## src/rtl/sevenseg_scan_counter.sv

```systemverilog
// ---------------------------------------------------------------------------
// sevenseg_scan_counter
//
// BCD up/down counter driving a multiplexed, common-scan seven-segment
// display. A free-running tick divider paces the count; a separate refresh
// divider walks a scan index across the digits. The selected digit is
// decoded (with optional leading-zero blanking) into registered outputs.
//
// Ports:
//   clk          : clock, rising edge
//   rst_n        : synchronous active-low reset
//   en           : count enable (ticks ignored while low)
//   up           : count direction, 1 = increment, 0 = decrement
//   load         : load strobe, takes priority over a tick
//   load_val     : BCD load value, digit 0 in [3:0]; digits > 9 load as 0
//   display      : segments {a,b,c,d,e,f,g}, active-low, registered
//   digit_select : one-hot active-high digit enable, registered
//   value        : current BCD count, registered
//   wrap         : one-cycle pulse when the count wraps around
// ---------------------------------------------------------------------------
module sevenseg_scan_counter #(
   parameter int DIGITS      = 4,
   parameter int REFRESH_DIV = 135000,
   parameter int TICK_DIV    = 2700000,
   parameter int BLANK_LZ    = 1
) (
   input  logic                  clk,
   input  logic                  rst_n,
   input  logic                  en,
   input  logic                  up,
   input  logic                  load,
   input  logic [4*DIGITS-1:0]   load_val,
   output logic [6:0]            display,
   output logic [DIGITS-1:0]     digit_select,
   output logic [4*DIGITS-1:0]   value,
   output logic                  wrap
);

   localparam int VW    = 4 * DIGITS;
   localparam int TW    = $clog2(TICK_DIV);
   localparam int RW    = $clog2(REFRESH_DIV);
   localparam int IDX_W = (DIGITS > 1) ? $clog2(DIGITS) : 1;

   localparam logic [IDX_W-1:0] LAST_IDX  = IDX_W'(DIGITS - 1);
   localparam logic [VW-1:0]    ALL_NINES = {DIGITS{4'h9}};

   function automatic logic [VW-1:0] bcd_sanitize(input logic [VW-1:0] v);
      logic [VW-1:0] r;
      r = v;
      for (int i = 0; i < DIGITS; i++) begin
         if (v[4*i +: 4] > 4'd9) r[4*i +: 4] = 4'd0;
      end
      return r;
   endfunction

   function automatic logic [VW-1:0] bcd_inc(input logic [VW-1:0] v);
      logic [VW-1:0] r;
      logic          c;
      logic [3:0]    d;
      r = v;
      c = 1'b1;
      for (int i = 0; i < DIGITS; i++) begin
         d = v[4*i +: 4];
         if (c) begin
            if (d == 4'd9) begin
               r[4*i +: 4] = 4'd0;
            end else begin
               r[4*i +: 4] = d + 4'd1;
               c = 1'b0;
            end
         end
      end
      return r;
   endfunction

   function automatic logic [VW-1:0] bcd_dec(input logic [VW-1:0] v);
      logic [VW-1:0] r;
      logic          b;
      logic [3:0]    d;
      r = v;
      b = 1'b1;
      for (int i = 0; i < DIGITS; i++) begin
         d = v[4*i +: 4];
         if (b) begin
            if (d == 4'd0) begin
               r[4*i +: 4] = 4'd9;
            end else begin
               r[4*i +: 4] = d - 4'd1;
               b = 1'b0;
            end
         end
      end
      return r;
   endfunction

   function automatic logic [6:0] seg_encode(input logic [3:0] d);
      logic [6:0] s;
      case (d)
         4'd0:    s = 7'b0000001;
         4'd1:    s = 7'b1001111;
         4'd2:    s = 7'b0010010;
         4'd3:    s = 7'b0000110;
         4'd4:    s = 7'b1001100;
         4'd5:    s = 7'b0100100;
         4'd6:    s = 7'b0100000;
         4'd7:    s = 7'b0001111;
         4'd8:    s = 7'b0000000;
         4'd9:    s = 7'b0000100;
         default: s = 7'b1111111;
      endcase
      return s;
   endfunction

   logic [TW-1:0]    tick_cnt;
   logic [RW-1:0]    ref_cnt;
   logic [IDX_W-1:0] scan_idx;
   logic             tick;
   logic             ref_tc;
   logic [VW-1:0]    shifted;
   logic             blank;
   logic [6:0]       disp_nxt;
   logic [DIGITS-1:0] sel_nxt;

   assign tick   = (tick_cnt == TW'(TICK_DIV - 1));
   assign ref_tc = (ref_cnt == RW'(REFRESH_DIV - 1));

   // ---- stage 0: dividers, scan index and the count register ----
   always_ff @(posedge clk) begin
      if (!rst_n) begin
         tick_cnt <= '0;
         ref_cnt  <= '0;
         scan_idx <= '0;
         value    <= '0;
         wrap     <= 1'b0;
      end else begin
         tick_cnt <= tick   ? '0 : tick_cnt + 1'b1;
         ref_cnt  <= ref_tc ? '0 : ref_cnt + 1'b1;
         if (ref_tc) scan_idx <= (scan_idx == LAST_IDX) ? '0 : scan_idx + 1'b1;
         wrap <= 1'b0;
         if (load) begin
            value <= bcd_sanitize(load_val);
         end else if (tick && en) begin
            if (up) begin
               value <= bcd_inc(value);
               wrap  <= (value == ALL_NINES);
            end else begin
               value <= bcd_dec(value);
               wrap  <= (value == '0);
            end
         end
      end
   end

   // Shifting the selected digit down to bit 0 also tells us whether it and
   // every higher digit are zero, which is exactly the leading-zero test.
   always_comb begin
      shifted  = value >> {scan_idx, 2'b00};
      blank    = (BLANK_LZ != 0) && (scan_idx != '0) && (shifted == '0);
      disp_nxt = blank ? 7'b1111111 : seg_encode(shifted[3:0]);
      sel_nxt  = DIGITS'(1) << scan_idx;
   end

   // ---- stage 1: registered display drive ----
   // Decoding from the whole registered count means a digit is never shown
   // mid-update; a new value appears at that digit's next refresh.
   always_ff @(posedge clk) begin
      if (!rst_n) begin
         display      <= 7'b1111111;
         digit_select <= '0;
      end else begin
         display      <= disp_nxt;
         digit_select <= sel_nxt;
      end
   end

endmodule

```

## config.mk

```make
export PLATFORM = sky130hd
export DESIGN_NAME = sevenseg_scan_counter
export DESIGN_NICKNAME = d
export VERILOG_FILES = /design/src/rtl/sevenseg_scan_counter.sv
export SDC_FILE = /design/constraint.sdc
export NUM_CORES = 1
export LEC_CHECK = 0
export BUFFER_PORTS_ARGS = -buffer_cell sky130_fd_sc_hd__buf_2
export CAP_MARGIN = 20
export CELL_PAD_IN_SITES_DETAIL_PLACEMENT = 0
export CELL_PAD_IN_SITES_GLOBAL_PLACEMENT = 2
export CORE_ASPECT_RATIO = 1.75
export CORE_MARGIN = 2
export CORE_UTILIZATION = 32
export CTS_CLUSTER_SIZE = 12
export DETAILED_ROUTE_END_ITERATION = 6
export GPL_ROUTABILITY_DRIVEN = 0
export HOLD_SLACK_MARGIN = 0.1
export PLACE_DENSITY_LB_ADDON = 0.1
export SLEW_MARGIN = 30
export SYNTH_ARGS = -nofsm -noshare
export SYNTH_HDL_FRONTEND = slang
export SYNTH_SLANG_ARGS = --single-unit
```

## constraint.sdc

```tcl
create_clock -name clk -period 2.2 [get_ports clk]
set_input_delay 0.22 -clock clk [delete_from_list [all_inputs] [get_ports clk]]
set_output_delay 0.22 -clock clk [all_outputs]
set_load 0.005 [all_outputs]
```

Yosys cells after proc, flatten, opt, wreduce, memory -nomap -nowiden
Memories as Yosys holds them, arrays and structs flattened. A register that Yosys moved wholly into a read port is not among the register bits.
Cells that the tools add are included.
- memories kept: 1
- register bits: 63
- bits of input ports: 21
- ROM bits: 112
- word-level logic and storage cells: 117
- output and inout bits: 28
- memory list (memory ; depth ; width ; rd ports ; clocked after Yosys merged registers in ; wr ports ; line ; text):
    (no name shown) ; 16 ; 7 ; 1 ; 1 ; 0 ; 98 ; case (d)
- order comparisons: 4
- add/subtract/negate cells: 11
- shifts and indexed selects: 2
- equality and inequality tests: 11
- bitwise logic cells: 2
- mux-type cells: 57
- reduce and logical (&&, ||, !) cells: 20
- operator list (kind ; count):
    4-bit 2-to-1 mux ; 18
    16-bit 2-to-1 mux ; 3
    1-bit 2-to-1 mux ; 35
    16-bit logical NOT ; 2
    22-bit by 1-bit adder with 22-bit output, second input constant ; 1
    22-bit equality test, second input constant ; 1
    18-bit by 1-bit adder with 18-bit output, second input constant ; 1
    18-bit equality test, second input constant ; 1
    4-bit by 1-bit adder with 4-bit output, second input constant ; 4
    16-bit equality test, second input constant ; 1
    4-bit equality test, second input constant ; 4
    4-bit greater-than comparator, second input constant ; 4
    4-bit logical NOT ; 4
    16-bit by 4-bit right shift with 16-bit output ; 1
    4-bit by 1-bit subtractor with 4-bit output, second input constant ; 4
    3-bit by 1-bit != test with 1-bit output, second input constant ; 3
    3-bit AND reduction ; 3
    3-bit nonzero test ; 3
    2-bit OR reduction ; 3
    2-bit nonzero test ; 2
    1-bit by 2-bit << shifter with 4-bit output, first input constant ; 1
    3-bit OR reduction ; 1
    2-bit by 1-bit adder with 2-bit output, second input constant ; 1
    2-bit equality test, second input constant ; 1
    3 further kinds ; 5

Logic depth before layout (Yosys ltp)
- depth after elaboration: 20
- depth in mapped cells: 10
- gate-level depth less buffers: 9

Least setup slack after synthesis
Ideal clock, no wire load.
- kind: register to register
- start point: register scan_idx[1]
- end point: register display[3]
- period minus slack after synthesis: 2.410 ns
- setup slack: -0.210 ns
- cell stages (with the launch flop): 10
- required time: 2.129 ns
- setup time: 0.071 ns
- path buffers: 1
- data arrival time: 2.339 ns
- cells stage by stage: dfxtp_1 -> clkbuf_1 -> mux4_2 -> inv_1 -> ha_1 -> nand2b_1 -> a221oi_1 -> nand2_1 -> o211ai_1 -> o21bai_1
- longest elaborated chain between the ends: 4
- elaborated cells between the ends (all ways): 5
- classes of those cells: 1 x shift; 4 x reduce/logical
- RTL lines (element ; line ; text):
    from (decl) ; 116 ; logic [IDX_W-1:0] scan_idx;
    from (signal assigned) ; 138 ; if (ref_tc) scan_idx <= (scan_idx == LAST_IDX) ? '0 : scan_idx + 1'b1;
    16-bit by 4-bit right shift with 16-bit output ; 157 ; shifted = value >> {scan_idx, 2'b00};
    16-bit logical NOT ; 158 ; blank = (BLANK_LZ != 0) && (scan_idx != '0) && (shifted == '0);
    1-bit logical AND ; 158 ;
    2-bit OR reduction (no source line) ; - ;
    to (decl) ; 33 ; output logic [6:0] display,
Parallel ways exist; a longest one is shown, timed or not.
A chain may end at the register's enable or synchronous reset.

Final worst setup path
- start point: register value[3]
- end point: register value[9]
- longest elaborated chain between the ends: 13
- elaborated cells between the ends (all ways): 25
- classes of those cells: 2 x eq/ne; 20 x mux; 3 x reduce/logical
- RTL lines (element ; line ; text):
    from (decl) ; 35 ; output logic [4*DIGITS-1:0] value,
    from (signal assigned) ; 141 ; value <= bcd_sanitize(load_val);
    from (signal assigned) ; 144 ; value <= bcd_inc(value);
    from (signal assigned) ; 147 ; value <= bcd_dec(value);
    4-bit equality test or 4-bit logical NOT (tied branches) ; 65, 85 ;
    1-bit 2-to-1 mux (on tied branches) ; 65, 85 ;
    1-bit 2-to-1 mux ; 143 ; if (up) begin
    1-bit 2-to-1 mux ; 142 ; end else if (tick && en) begin
    1-bit 2-to-1 mux ; 140 ; if (load) begin
    1-bit 2-to-1 mux ; 129 ; if (!rst_n) begin
    1-bit 2-to-1 mux (on tied branches) ; 64, 84 ;
    1-bit 2-to-1 mux ; 143 ;
    1-bit 2-to-1 mux ; 142 ;
    1-bit 2-to-1 mux ; 140 ;
    1-bit 2-to-1 mux ; 129 ;
    3-bit by 1-bit != test with 1-bit output (no source line) or 3-bit nonzero test (tied branches) ; - ;
    3-bit AND reduction (no source line) * ; - ;
Mark *: on every way between the ends. The rest lies on a longest branch, timed or not. The select of a mux whose other input is x is not followed.

==> impl_results.md <==
- Area of the core: 12400 sq um
- Final net count: 606
- Critical Path AT: 2.36 ns
- CTS max path bufs: 2
- Setup violators final: 0
- Mapped Cells: 496
- Seq/Total Area, Yosys: 0.343
- Die width: a little under 90 um
- Initial core utilization: 0.328
- Slew @ Worst Pin: 0.613 ns
- RSZ-0062 raised after global routing: no
- CP cell instances: or4_4 > or3_4 > a2111oi_4 > buf_4 > nor2_1 > o211a_1
- First-pass GRT wire length: 18400 um
- Switching share of power: 0.231
- Non-Filler Instances: 748
- Synth Area in Adders: 0.0307
- Primary FF master, synth: dfxtp_1
- Clock-pin slew on the worst setup and hold paths: 0.05 ns
- Main combinational cell family by area after synthesis: simple AND/OR/NAND/NOR gates
- Post-synth EDFFs: 0
- Row count: between 50 and 60
- Clock power share: 0.484
- Bufs and invs on worst path: 1
- Min-delay worst type: input pin to flip-flop
- Ant diodes: 0
- Worst setup margin: 0.0648 ns
- Post-layout util: 0.418
- Routed length per instance: 15.4 um
- Pwr Total: 3.50 mW
- Mapped Nets: 527
- CTS tree: built
- Clock Sinks: 70
- Via Count: 3824
- Gr usage total: 0.173
- Static leakage: 2.02 nW
- CP peak stage delay: around 0.54 ns
- Final min period: 2.14 ns
- Max H-tree Level: 3
- Port-buffer cells: 48
- Yosys reg bits: 70
- Final period util: 0.971
- Yosys warning count: 0
- TritonCTS buffer count: 9
- Max Slew Vio Count: 0
- Placed Instances: 731
- Combinational power share: 0.134
- 1st-pass router iterations: 4
- Startpoint Class: flip-flop
- CP max-delay cell: or4_4
- Largest delay contributor family on the critical path: simple AND/OR/NAND/NOR gates
- Via density: 5.11
- Fmax: between 0.4 and 0.5 GHz
- Largest net degree at the start of global routing: 21
- Fin. Hold Viols: 0
- Crit-path max FO: 5
- Req. time, crit path: 2.42 ns
- Clk_skew: 0.00666 ns
- Slew margin rel.: 0.581
- Setup TNS: 0 ns
- Antenna violations before repair: 0
- Max IR drop VDD: 0.000374 V
- Syn Std Cell Area: 4080 sq um
- Post-DP HPWL: 8960 um
- Die height: 153 um
- Compound-Gate Fraction of Synth Area: 0.162
- Area Overhead vs Synth: 27.4%
- Layout cells sized above 1: 0.234
- Internal: 2.69 mW
- Max Cap Violations: 0
- Post-Route WL: 11500 um
- Vias in the first global route: 3785
- Simple-Gate Fraction of Synth Area: 0.261
- Asr flop ratio synth: 0
- PwrDens: 673 nW/um^2
- Total congestion overflow: 0
- Final ANT Viol Nets: 0
- Power share of the sequential group: 0.382
- Synth cell types: 66
- Worst Path Class, Setup: flip-flop to flip-flop
- Outcome: completed
- Post-Synth XOR/XNOR Area: 0.0966
- Switching power: 0.808 mW
- Mux cell area share after synthesis: 0.0494
- Die area: 13700 sq um
- Synth Area per Inst: 8.23 sq um
- Clk Latency, worst-skew pair: 0.33 ns
- Starting DRT DRC Count: 140
- # IOs: slightly below 50
- Crit. End Element: flip-flop
- Pre-CTS setup slack: -0.0120 ns
- Root buffer cell: clkbuf_16
- Post-route DRC: 0
==> cells by family after synthesis <==
group / count (synthesis)
adder cells (fa/ha/maj): 10
AND/OR/NAND/NOR: 200
buffers and inverters: 60
XOR/XNOR: 45
flip-flops: 70
AO/OA/AOI/OAI: 95
multiplexers: 16
==> registers in the layout, summed over array words and instances (netlist names) <==
register,count
value,16
digit_select,4
tick_cnt,22
display,7
ref_cnt,18
wrap,1
scan_idx,2
==> area by class of cell <==
cell class	instances	area, sq um
clock buffer	13	260
clock inverter	3	90.1
fill	1356	7230
inverter	27	101
multi-input combinational	366	2490
sequential	70	1400
tap	168	210
timing repair buffer	101	651
==> layout by cell type (no fill, tap or decap), drive strengths merged, types with 17 or more instances in the layout <==
cell type  instances
a21oi             17
nand3             18
nor2              64
xnor2             30
buf              101
nand2             24
nor3              18
dfxtp             70
inv               26
o21ai             27
==> metal layers <==
| metal | vias up | share of wire | wire length [um] | GRT usage |
|---|---|---|---|---|
| met4 | 0 | 0.020 | 233 | 0.0682 |
| met1 | 1830 | 0.38 | 4430 | 0.174 |
| met3 | 19 | 0.020 | 228 | 0.0270 |
| met5 | - | 0 | 0 | 0 |
| met2 | 44 | 0.58 | 6630 | 0.335 |
| li1 | 1931 | - | - | - |
==> worst paths after layout <==
path               start         end  slack, ns  cells past startpoint
max reg2reg     value[3]    value[9]       0.06                      6
min reg2reg   ref_cnt[0]  ref_cnt[0]       0.45                      1
min          load_val[3]    value[2]       0.27                      4
max             value[3]    value[9]       0.06                      6
==> power groups by stage <==
stage / Sequential [mW] / Clock, mW / Combinational, mW
finish: 1.34 / 1.69 / 0.468
global route: 1.34 / 1.80 / 0.520
CTS: 1.34 / 1.74 / 0.469
detailed placement: 1.37 / 0 / 0.466
global placement: 1.36 / 0 / 0.465
floorplan: 1.37 / 0 / 0.269
==> tightest hold or removal path: cells and delay by family <==
family                 cells  cell delay [ns]
AOI/OAI and AO/OA          2             0.14
and+or+nand+nor            1             0.09
buffers and inverters      1             0.10
==> repair_timing <==
item / 4_1_cts / 5_1_grt
gates resized for setup: 1 / 6
setup buffers: 0 / 1
setup endpoints to repair: 2 / 5
hold buffers: 0 / 0
pin swaps: 1 / 2
==> cells in the mapped netlist (all sizes together) (3+ instances only) <==
cell     instances  area, sq um
nor2b            3         18.8
and4             6         52.6
a211oi           6         50.1
clkbuf          29          109
o21ai           27          135
and3             7         43.8
a2111oi          5         62.6
nand4            9         56.3
nor4             9         56.3
nand3           18         90.1
nor2            64          240
nor4b            3         26.3
nor4bb           5         50.1
or4              4         37.5
nand2           24         90.1
xnor2           30          263
or3              9         62.6
a21o             5         37.5
mux2i           13          130
dfxtp           70         1400
nor3            18         90.1
a31oi            5         31.3
buf              4         20.0
xor2            15          131
and2             4         25.0
a21oi           17         85.1
mux4             3         71.3
ha              10          125
nand3b           4         30.0
inv             26         97.6
nor3b            3         22.5
nand2b           5         31.3
==> metrics by stage <==
| stage | hold WS (ns) | instance area [sq um] |
|---|---|---|
| finish | 0.269 | 5200 |
| global route | 0.286 | 5200 |
| CTS | 0.264 | 5160 |
| detailed placement | 0.444 | 4810 |
| global placement | 0.437 | 4810 |
| floorplan | 0.385 | 4090 |
Power figures use the tool's default switching activity.
